## src/rtl/multicycle_ctrl_if.sv

```systemverilog
// Handshake and control bundle between the multi-cycle sequencer and the
// RV32 datapath / memory side. master = sequencer, slave = datapath side.
interface multicycle_ctrl_if #(
    parameter int WORD  = 32,
    parameter int CNT_W = 32
);
    logic             start;
    logic [WORD-1:0]  instr;
    logic             mem_ready;
    logic             mem_req;
    logic             mem_we;
    logic             mem_sel_data;
    logic             ir_we;
    logic             pc_we;
    logic             reg_we;
    logic             alu_src_imm;
    logic [3:0]       alu_ctrl;
    logic [1:0]       wb_sel;
    logic             halted;
    logic             illegal;
    logic             bus_err;
    logic [CNT_W-1:0] retired;

    modport master (
        input  start, instr, mem_ready,
        output mem_req, mem_we, mem_sel_data, ir_we, pc_we, reg_we,
               alu_src_imm, alu_ctrl, wb_sel, halted, illegal, bus_err, retired
    );

    modport slave (
        output start, instr, mem_ready,
        input  mem_req, mem_we, mem_sel_data, ir_we, pc_we, reg_we,
               alu_src_imm, alu_ctrl, wb_sel, halted, illegal, bus_err, retired
    );
endinterface

```

## src/rtl/multicycle_ctrl.sv

```systemverilog
// Multi-cycle RV32 sequencer: one shared memory port, one ALU, one RF write
// port. Steps LW/SW/ADDI/ADD/LUI/ECALL through FETCH..WB and drives the
// datapath enables. ECALL halts cleanly; anything else halts with illegal.
//
//   state  | meaning
//   -------+-----------------------------------------------------------
//   IDLE   | waiting for start
//   FETCH  | instruction read from PC, waiting on mem_ready
//   DECODE | classify instr; ECALL/illegal halt here
//   EXEC   | ALU add (rs1 + imm, or rs1 + rs2 for ADD)
//   MEM    | data access at ALU result, waiting on mem_ready
//   WB     | one-cycle register-file write
//   HALT   | terminal until rst_n
module multicycle_ctrl #(
    parameter int WORD        = 32,
    parameter int MEM_TIMEOUT = 16,
    parameter int CNT_W       = 32
) (
    input  logic              clk,
    input  logic              rst_n,
    multicycle_ctrl_if.master bus
);

    localparam int                WAIT_W    = $clog2(MEM_TIMEOUT) + 1;
    localparam logic [WAIT_W-1:0] WAIT_LAST = WAIT_W'(MEM_TIMEOUT - 1);

    typedef enum logic [2:0] {
        IDLE, FETCH, DECODE, EXEC, MEM, WB, HALT
    } state_t;

    state_t            state;
    logic [WAIT_W-1:0] wait_cnt;
    logic              mem_req;
    logic              mem_we;
    logic              mem_sel_data;
    logic              reg_we;
    logic              alu_src_imm;
    logic [1:0]        wb_sel;
    logic              halted;
    logic              illegal;
    logic              bus_err;
    logic [CNT_W-1:0]  retired;

    logic [WORD-1:0] ir;
    logic [6:0]      opcode;
    logic [2:0]      funct3;
    logic [6:0]      funct7;
    logic            is_ecall, is_lui, is_lw, is_sw, is_addi, is_add;
    logic            is_mem_op, is_alu_op, timeout;

    // instr is held stable from DECODE until the next fetch completes, so the
    // decode stays valid through EXEC/MEM/WB without latching an op code.
    assign ir        = bus.instr;
    assign opcode    = ir[6:0];
    assign funct3    = ir[14:12];
    assign funct7    = ir[31:25];
    assign is_ecall  = (ir == WORD'(32'h0000_0073));
    assign is_lui    = (opcode == 7'b0110111);
    assign is_lw     = (opcode == 7'b0000011) && (funct3 == 3'b010);
    assign is_sw     = (opcode == 7'b0100011) && (funct3 == 3'b010);
    assign is_addi   = (opcode == 7'b0010011) && (funct3 == 3'b000);
    assign is_add    = (opcode == 7'b0110011) && (funct3 == 3'b000) && (funct7 == 7'b0);
    assign is_mem_op = is_lw || is_sw;
    assign is_alu_op = is_addi || is_add;
    assign timeout   = (wait_cnt == WAIT_LAST);

    // Sequencer: state, registered strobes for the state being entered,
    // sticky flags, wait counter and retire counter.
    // alu_src_imm stays asserted through MEM and WB because the address and
    // the write-back value are taken straight from the unregistered ALU.
    always_ff @(posedge clk or negedge rst_n) begin
        if (!rst_n) begin
            state        <= IDLE;
            wait_cnt     <= '0;
            mem_req      <= 1'b0;
            mem_we       <= 1'b0;
            mem_sel_data <= 1'b0;
            reg_we       <= 1'b0;
            alu_src_imm  <= 1'b0;
            wb_sel       <= 2'b00;
            halted       <= 1'b0;
            illegal      <= 1'b0;
            bus_err      <= 1'b0;
            retired      <= '0;
        end else begin
            mem_req      <= 1'b0;
            mem_we       <= 1'b0;
            mem_sel_data <= 1'b0;
            reg_we       <= 1'b0;
            alu_src_imm  <= 1'b0;
            wb_sel       <= 2'b00;
            case (state)
                IDLE: begin
                    if (bus.start) begin
                        state    <= FETCH;
                        mem_req  <= 1'b1;
                        wait_cnt <= '0;
                    end
                end
                FETCH: begin
                    if (bus.mem_ready) begin
                        state <= DECODE;
                    end else if (timeout) begin
                        state   <= HALT;
                        halted  <= 1'b1;
                        bus_err <= 1'b1;
                    end else begin
                        mem_req  <= 1'b1;
                        wait_cnt <= wait_cnt + WAIT_W'(1);
                    end
                end
                DECODE: begin
                    if (is_ecall) begin
                        state   <= HALT;
                        halted  <= 1'b1;
                        retired <= retired + CNT_W'(1);
                    end else if (is_lui) begin
                        state       <= WB;
                        reg_we      <= 1'b1;
                        wb_sel      <= 2'b10;
                        alu_src_imm <= 1'b1;
                    end else if (is_mem_op || is_alu_op) begin
                        state       <= EXEC;
                        alu_src_imm <= !is_add;
                    end else begin
                        state   <= HALT;
                        halted  <= 1'b1;
                        illegal <= 1'b1;
                    end
                end
                EXEC: begin
                    if (is_mem_op) begin
                        state        <= MEM;
                        mem_req      <= 1'b1;
                        mem_sel_data <= 1'b1;
                        mem_we       <= is_sw;
                        alu_src_imm  <= 1'b1;
                        wait_cnt     <= '0;
                    end else begin
                        state       <= WB;
                        reg_we      <= 1'b1;
                        alu_src_imm <= !is_add;
                    end
                end
                MEM: begin
                    if (bus.mem_ready) begin
                        if (is_sw) begin
                            state    <= FETCH;
                            mem_req  <= 1'b1;
                            wait_cnt <= '0;
                            retired  <= retired + CNT_W'(1);
                        end else begin
                            state       <= WB;
                            reg_we      <= 1'b1;
                            wb_sel      <= 2'b01;
                            alu_src_imm <= 1'b1;
                        end
                    end else if (timeout) begin
                        state   <= HALT;
                        halted  <= 1'b1;
                        bus_err <= 1'b1;
                    end else begin
                        mem_req      <= 1'b1;
                        mem_sel_data <= 1'b1;
                        mem_we       <= is_sw;
                        alu_src_imm  <= 1'b1;
                        wait_cnt     <= wait_cnt + WAIT_W'(1);
                    end
                end
                WB: begin
                    state    <= FETCH;
                    mem_req  <= 1'b1;
                    wait_cnt <= '0;
                    retired  <= retired + CNT_W'(1);
                end
                HALT: begin
                    state <= HALT;
                end
                default: begin
                    state <= IDLE;
                end
            endcase
        end
    end

    // IR and PC load on the fetch completion cycle itself, so these two
    // follow mem_ready combinationally.
    assign bus.ir_we        = (state == FETCH) && bus.mem_ready;
    assign bus.pc_we        = (state == FETCH) && bus.mem_ready;
    assign bus.mem_req      = mem_req;
    assign bus.mem_we       = mem_we;
    assign bus.mem_sel_data = mem_sel_data;
    assign bus.reg_we       = reg_we;
    assign bus.alu_src_imm  = alu_src_imm;
    assign bus.alu_ctrl     = 4'b0000;
    assign bus.wb_sel       = wb_sel;
    assign bus.halted       = halted;
    assign bus.illegal      = illegal;
    assign bus.bus_err      = bus_err;
    assign bus.retired      = retired;

endmodule

```

## src/flat_wrapper.sv

```systemverilog
// flat-port wrapper written by rule: the top's interface ports become plain ports
module multicycle_ctrl_flat 
#(
    parameter int WORD        = 32,
    parameter int MEM_TIMEOUT = 16,
    parameter int CNT_W       = 32
)
  (clk, rst_n, bus_start, bus_instr, bus_mem_ready, bus_mem_req, bus_mem_we, bus_mem_sel_data, bus_ir_we, bus_pc_we, bus_reg_we, bus_alu_src_imm, bus_alu_ctrl, bus_wb_sel, bus_halted, bus_illegal, bus_bus_err, bus_retired);
  multicycle_ctrl_if #(.WORD(WORD), .CNT_W(CNT_W)) bus_i ();
  input  logic clk;
  input  logic rst_n;
  input wire logic [$bits(bus_i.start)-1:0] bus_start;
  input wire logic [$bits(bus_i.instr)-1:0] bus_instr;
  input wire logic [$bits(bus_i.mem_ready)-1:0] bus_mem_ready;
  output wire logic [$bits(bus_i.mem_req)-1:0] bus_mem_req;
  output wire logic [$bits(bus_i.mem_we)-1:0] bus_mem_we;
  output wire logic [$bits(bus_i.mem_sel_data)-1:0] bus_mem_sel_data;
  output wire logic [$bits(bus_i.ir_we)-1:0] bus_ir_we;
  output wire logic [$bits(bus_i.pc_we)-1:0] bus_pc_we;
  output wire logic [$bits(bus_i.reg_we)-1:0] bus_reg_we;
  output wire logic [$bits(bus_i.alu_src_imm)-1:0] bus_alu_src_imm;
  output wire logic [$bits(bus_i.alu_ctrl)-1:0] bus_alu_ctrl;
  output wire logic [$bits(bus_i.wb_sel)-1:0] bus_wb_sel;
  output wire logic [$bits(bus_i.halted)-1:0] bus_halted;
  output wire logic [$bits(bus_i.illegal)-1:0] bus_illegal;
  output wire logic [$bits(bus_i.bus_err)-1:0] bus_bus_err;
  output wire logic [$bits(bus_i.retired)-1:0] bus_retired;
  assign bus_i.start = bus_start;
  assign bus_i.instr = bus_instr;
  assign bus_i.mem_ready = bus_mem_ready;
  assign bus_mem_req = bus_i.mem_req;
  assign bus_mem_we = bus_i.mem_we;
  assign bus_mem_sel_data = bus_i.mem_sel_data;
  assign bus_ir_we = bus_i.ir_we;
  assign bus_pc_we = bus_i.pc_we;
  assign bus_reg_we = bus_i.reg_we;
  assign bus_alu_src_imm = bus_i.alu_src_imm;
  assign bus_alu_ctrl = bus_i.alu_ctrl;
  assign bus_wb_sel = bus_i.wb_sel;
  assign bus_halted = bus_i.halted;
  assign bus_illegal = bus_i.illegal;
  assign bus_bus_err = bus_i.bus_err;
  assign bus_retired = bus_i.retired;
  multicycle_ctrl #(.WORD(WORD), .MEM_TIMEOUT(MEM_TIMEOUT), .CNT_W(CNT_W)) u_core (.clk(clk), .rst_n(rst_n), .bus(bus_i));
endmodule
```

## config.mk

```make
export PLATFORM = sky130hd
export DESIGN_NAME = multicycle_ctrl_flat
export DESIGN_NICKNAME = d
export VERILOG_FILES = /design/src/rtl/multicycle_ctrl_if.sv /design/src/rtl/multicycle_ctrl.sv /design/src/flat_wrapper.sv
export SDC_FILE = /design/constraint.sdc
export NUM_CORES = 1
export LEC_CHECK = 0
export ABC_AREA = 1
export BUFFER_PORTS_ARGS = -buffer_cell sky130_fd_sc_hd__buf_2
export CORE_MARGIN = 10
export CORE_UTILIZATION = 52
export DETAILED_ROUTE_END_ITERATION = 16
export GPL_TIMING_DRIVEN = 0
export PLACE_DENSITY_LB_ADDON = 0.25
export SKIP_LAST_GASP = 1
export SLEW_MARGIN = 40
export SYNTH_ARGS = -nofsm -noshare
export SYNTH_HDL_FRONTEND = slang
export SYNTH_SLANG_ARGS = --single-unit
```

## constraint.sdc

```tcl
create_clock -name clk -period 1.7 [get_ports clk]
set_input_delay 0.085 -clock clk [delete_from_list [all_inputs] [get_ports clk]]
set_output_delay 0.085 -clock clk [all_outputs]
set_load 0.02 [all_outputs]
```

==> metrics.md <==
| Metric | Value |
|---|---|
| Final setup violation count | `0` |
| Net count, final | `668` |
| Initial Util | `0.538` |
| Worst setup path class | `reg -> out` |
| R2R Path Start | `u_core.state[2]$_DFFE_PN0N_` |
| Largest net degree at the start of global routing | `51` |
| Crit share post-route | `0.949` |
| Rows | `29` |
| I/O Buffers | `79` |
| Status | `completed` |
| Period minus WS final | `about 1.6 ns` |
| Die height | `101 um` |
| Wire per inst | `~14 um` |
| Die area | `10300 um^2` |
| Reported max-cap violation count | `0` |
| Peak supply drop | `0.897 mV` |
| Final hold vios | `0` |
| H-tree level count | `2` |
| Seq cells post-synth | `50` |
| Asr flop ratio synth | `1.00` |
| Vias in the first global route | `3711` |
| Worst path arrival time | `between 1.5 and 2 ns` |
| GP Congestion | `0.895` |
| CP startpoint kind | `register` |
| Synthesized cell area | `3440 um^2` |
| Cell taking the most area after synthesis | `dfrtp_1` |
| Layout Cells excl Fill | `707` |
| Seq/Total Area, Yosys | `0.364` |
| Post-synth top area share | `0.364` |
| DRT Wirelength | `about 10000 um` |
| Relative slew slack | `0.579` |
| Fraction of layout cells with a size suffix above 1 | `0.262` |
| DRC | `0` |
| Post-synth EDFFs | `0` |
| Hold Crit Start | `bus_start` |
| Hold Crit Depth | `3` |
| Die extent in x | `about 100 um` |
| Crit. End Element | `primary output` |
| Top cells by count, synth | `205 x nand2_1, 82 x nor2_1, 52 x nand3_1, 50 x dfrtp_1, 31 x inv_1` |
| Worst Max-Slew Pin Slew | `0.631 ns` |
| Critical R2R Capture | `u_core.bus.retired[12]$_DFFE_PN0P_` |
| Peak Freq | `roughly 0.62 GHz` |
| CORE AREA | `6390 um^2` |
| Synth Flop Type | `dfrtp_1` |
| Yosys warns | `0` |
| DRT antenna net count | `0` |
| Vias per cell | `5.23` |
| Via count | `3696` |
| Filler cells | `597` |
| Drt first-iter violations | `149` |
| Syn Inst Count | `between 500 and 600` |
| CTS tree | `built` |
| Synth cell types | `28` |
| Hold Path Class | `in -> reg` |
| Post-layout util | `0.671` |
| Sink Count | `50` |
| Final setup skew | `0.00822 ns` |
| Fin. max-slew vios | `0` |
| Placed Cells | `680` |
| GRT overflow | `0` |
| Clock-pin slew on the worst setup and hold paths | `roughly 0.09 ns` |
| Router iterations before antenna repair | `5` |
| Ant diodes | `0` |
| Avg Inst Size Synth | `roughly 6.6 um^2` |
| Bufs on Longest Clock Path | `2` |
| DPL Wire Length | `7980 um` |
| Root buffer cell | `clkbuf_8` |
| Synth top area cells | `dfrtp_1 36%, nand2_1 22%, nor2_1 9.0%, nand3_1 7.6%, inv_1 3.4%` |
| Worst skew pair latency | `0.30 ns` |
| Pwr per Cell Area | `1120 nW/um^2` |
| Io pins | `84` |
| Critical path required time | `1.62 ns` |
| Worst setup startpoint | `u_core.state[2]$_DFFE_PN0N_` |
| RSZ-0062 raised after global routing | `yes` |
| Total CTS buffers | `5` |
| Leading cell type by number of instances after synthesis | `nand2_1` |
| CP Max Fanout | `4` |
| GRT Total Usage | `0.195` |
| Setup_tns | `0 ns` |
| R2R setup slack | `0.09 ns` |
| Initial antenna violation count | `0` |
| Syn-to-layout area delta | `24.7%` |
| First-pass GRT wire length | `16700 um` |
| LEAKAGE | `around 2.3 nW` |
| Hold Path End | `u_core.state[0]$_DFFE_PN0N_` |
| R2r worst-path depth | `10` |
-- worst max-delay path by stage --
stage	end	slack (ns)
floorplan	u_core.bus.retired[26]$_DFFE_PN0P_	0.02
global placement	u_core.bus.retired[30]$_DFFE_PN0P_	-0.15
detailed placement	u_core.bus.retired[30]$_DFFE_PN0P_	-0.20
CTS	u_core.bus.retired[16]$_DFFE_PN0P_	0.0005
global route	bus_pc_we	-0.02
finish	bus_pc_we	0.09
-- flip-flops by register name, indices dropped and copies added (netlist names), 2 cells and up --
signal              count
u_core.wait_cnt         5
u_core.bus.wb_sel       2
u_core.bus.retired     32
u_core.state            3
-- stage by stage --
step / hold slack [ns] / cell area [um^2] / worst slack [ns] / power (mW)
final: 0.0960 / 4290 / 0.0860 / 4.82
after global routing: 0.127 / 4290 / -0.0198 / 5.15
after CTS: 0.0817 / 4060 / 0.000470 / 4.40
after detailed placement: 0.156 / 3940 / -0.198 / 3.69
after global placement: 0.358 / 3940 / -0.148 / 3.65
after floorplan: -0.211 / 3450 / 0.0195 / 3.08
-- cell type report --
| class | count | area (um^2) | area share |
|---|---|---|---|
| Buffer | 15 | 124 | 0.0289 |
| Clock buffer | 6 | 72.6 | 0.0169 |
| Sequential cell | 50 | 1260 | 0.294 |
| Inverter | 34 | 128 | 0.0298 |
| Tap cell | 77 | 96.3 | 0.0225 |
| Clock inverter | 1 | 7.51 | 0.00175 |
| Timing Repair Buffer | 99 | 584 | 0.136 |
| Multi-Input combinational cell | 425 | 2010 | 0.469 |
-- placed cells by master (no fill, tap or decap), types with 10 or more instances in the layout --
master / n
nand2_1: 204
buf_2: 81
nor2_1: 76
nand3_1: 52
dfrtp_1: 42
inv_1: 27
buf_4: 25
nand3b_1: 14
xor2_1: 11
o21ai_0: 10
-- kinds of logic after synthesis --
kind of cell | synth area share
AOI/OAI and AO/OA | 0.0248
xor gates and xnor gates | 0.0408
adders and majority gates | 0.00728
buffers and inverters | 0.0710
DFF | 0.364
other | 0.00109
and+or+nand+nor | 0.491
-- what timing repair did --
action	in CTS	in global routing
pin swaps	0	9
resized for setup	7	24
cloned	0	1
buffers inserted	1	17
hold buffers	1	0
setup endpoints to repair	7	39
hold endpoints to repair	50	0
-- worst max-delay path, stage by stage, from the launching register on --
cell and delay, ns:
dfrtp_2 0.45, inv_2 0.10, nand2_1 0.12, nor2_4 0.16
nand2_1 0.09, inv_2 0.08, buf_4 0.10, buf_2 0.15
-- power breakdown --
part | switching [mW] | internal, mW | leakage [nW]
combinational | 1.57 | 1.05 | 1.56
clock | 0.383 | 0.283 | 0.0373
sequential | 0.169 | 1.36 | 0.657
-- metal layers --
metal,up-vias,routed length [um],GRT usage
met5,-,0,0
met4,0,161,0.0611
met3,16,621,0.0402
met2,107,5320,0.364
met1,1719,4100,0.214
li1,1854,-,-
Note: power is estimated with default switching activity, not from simulation.
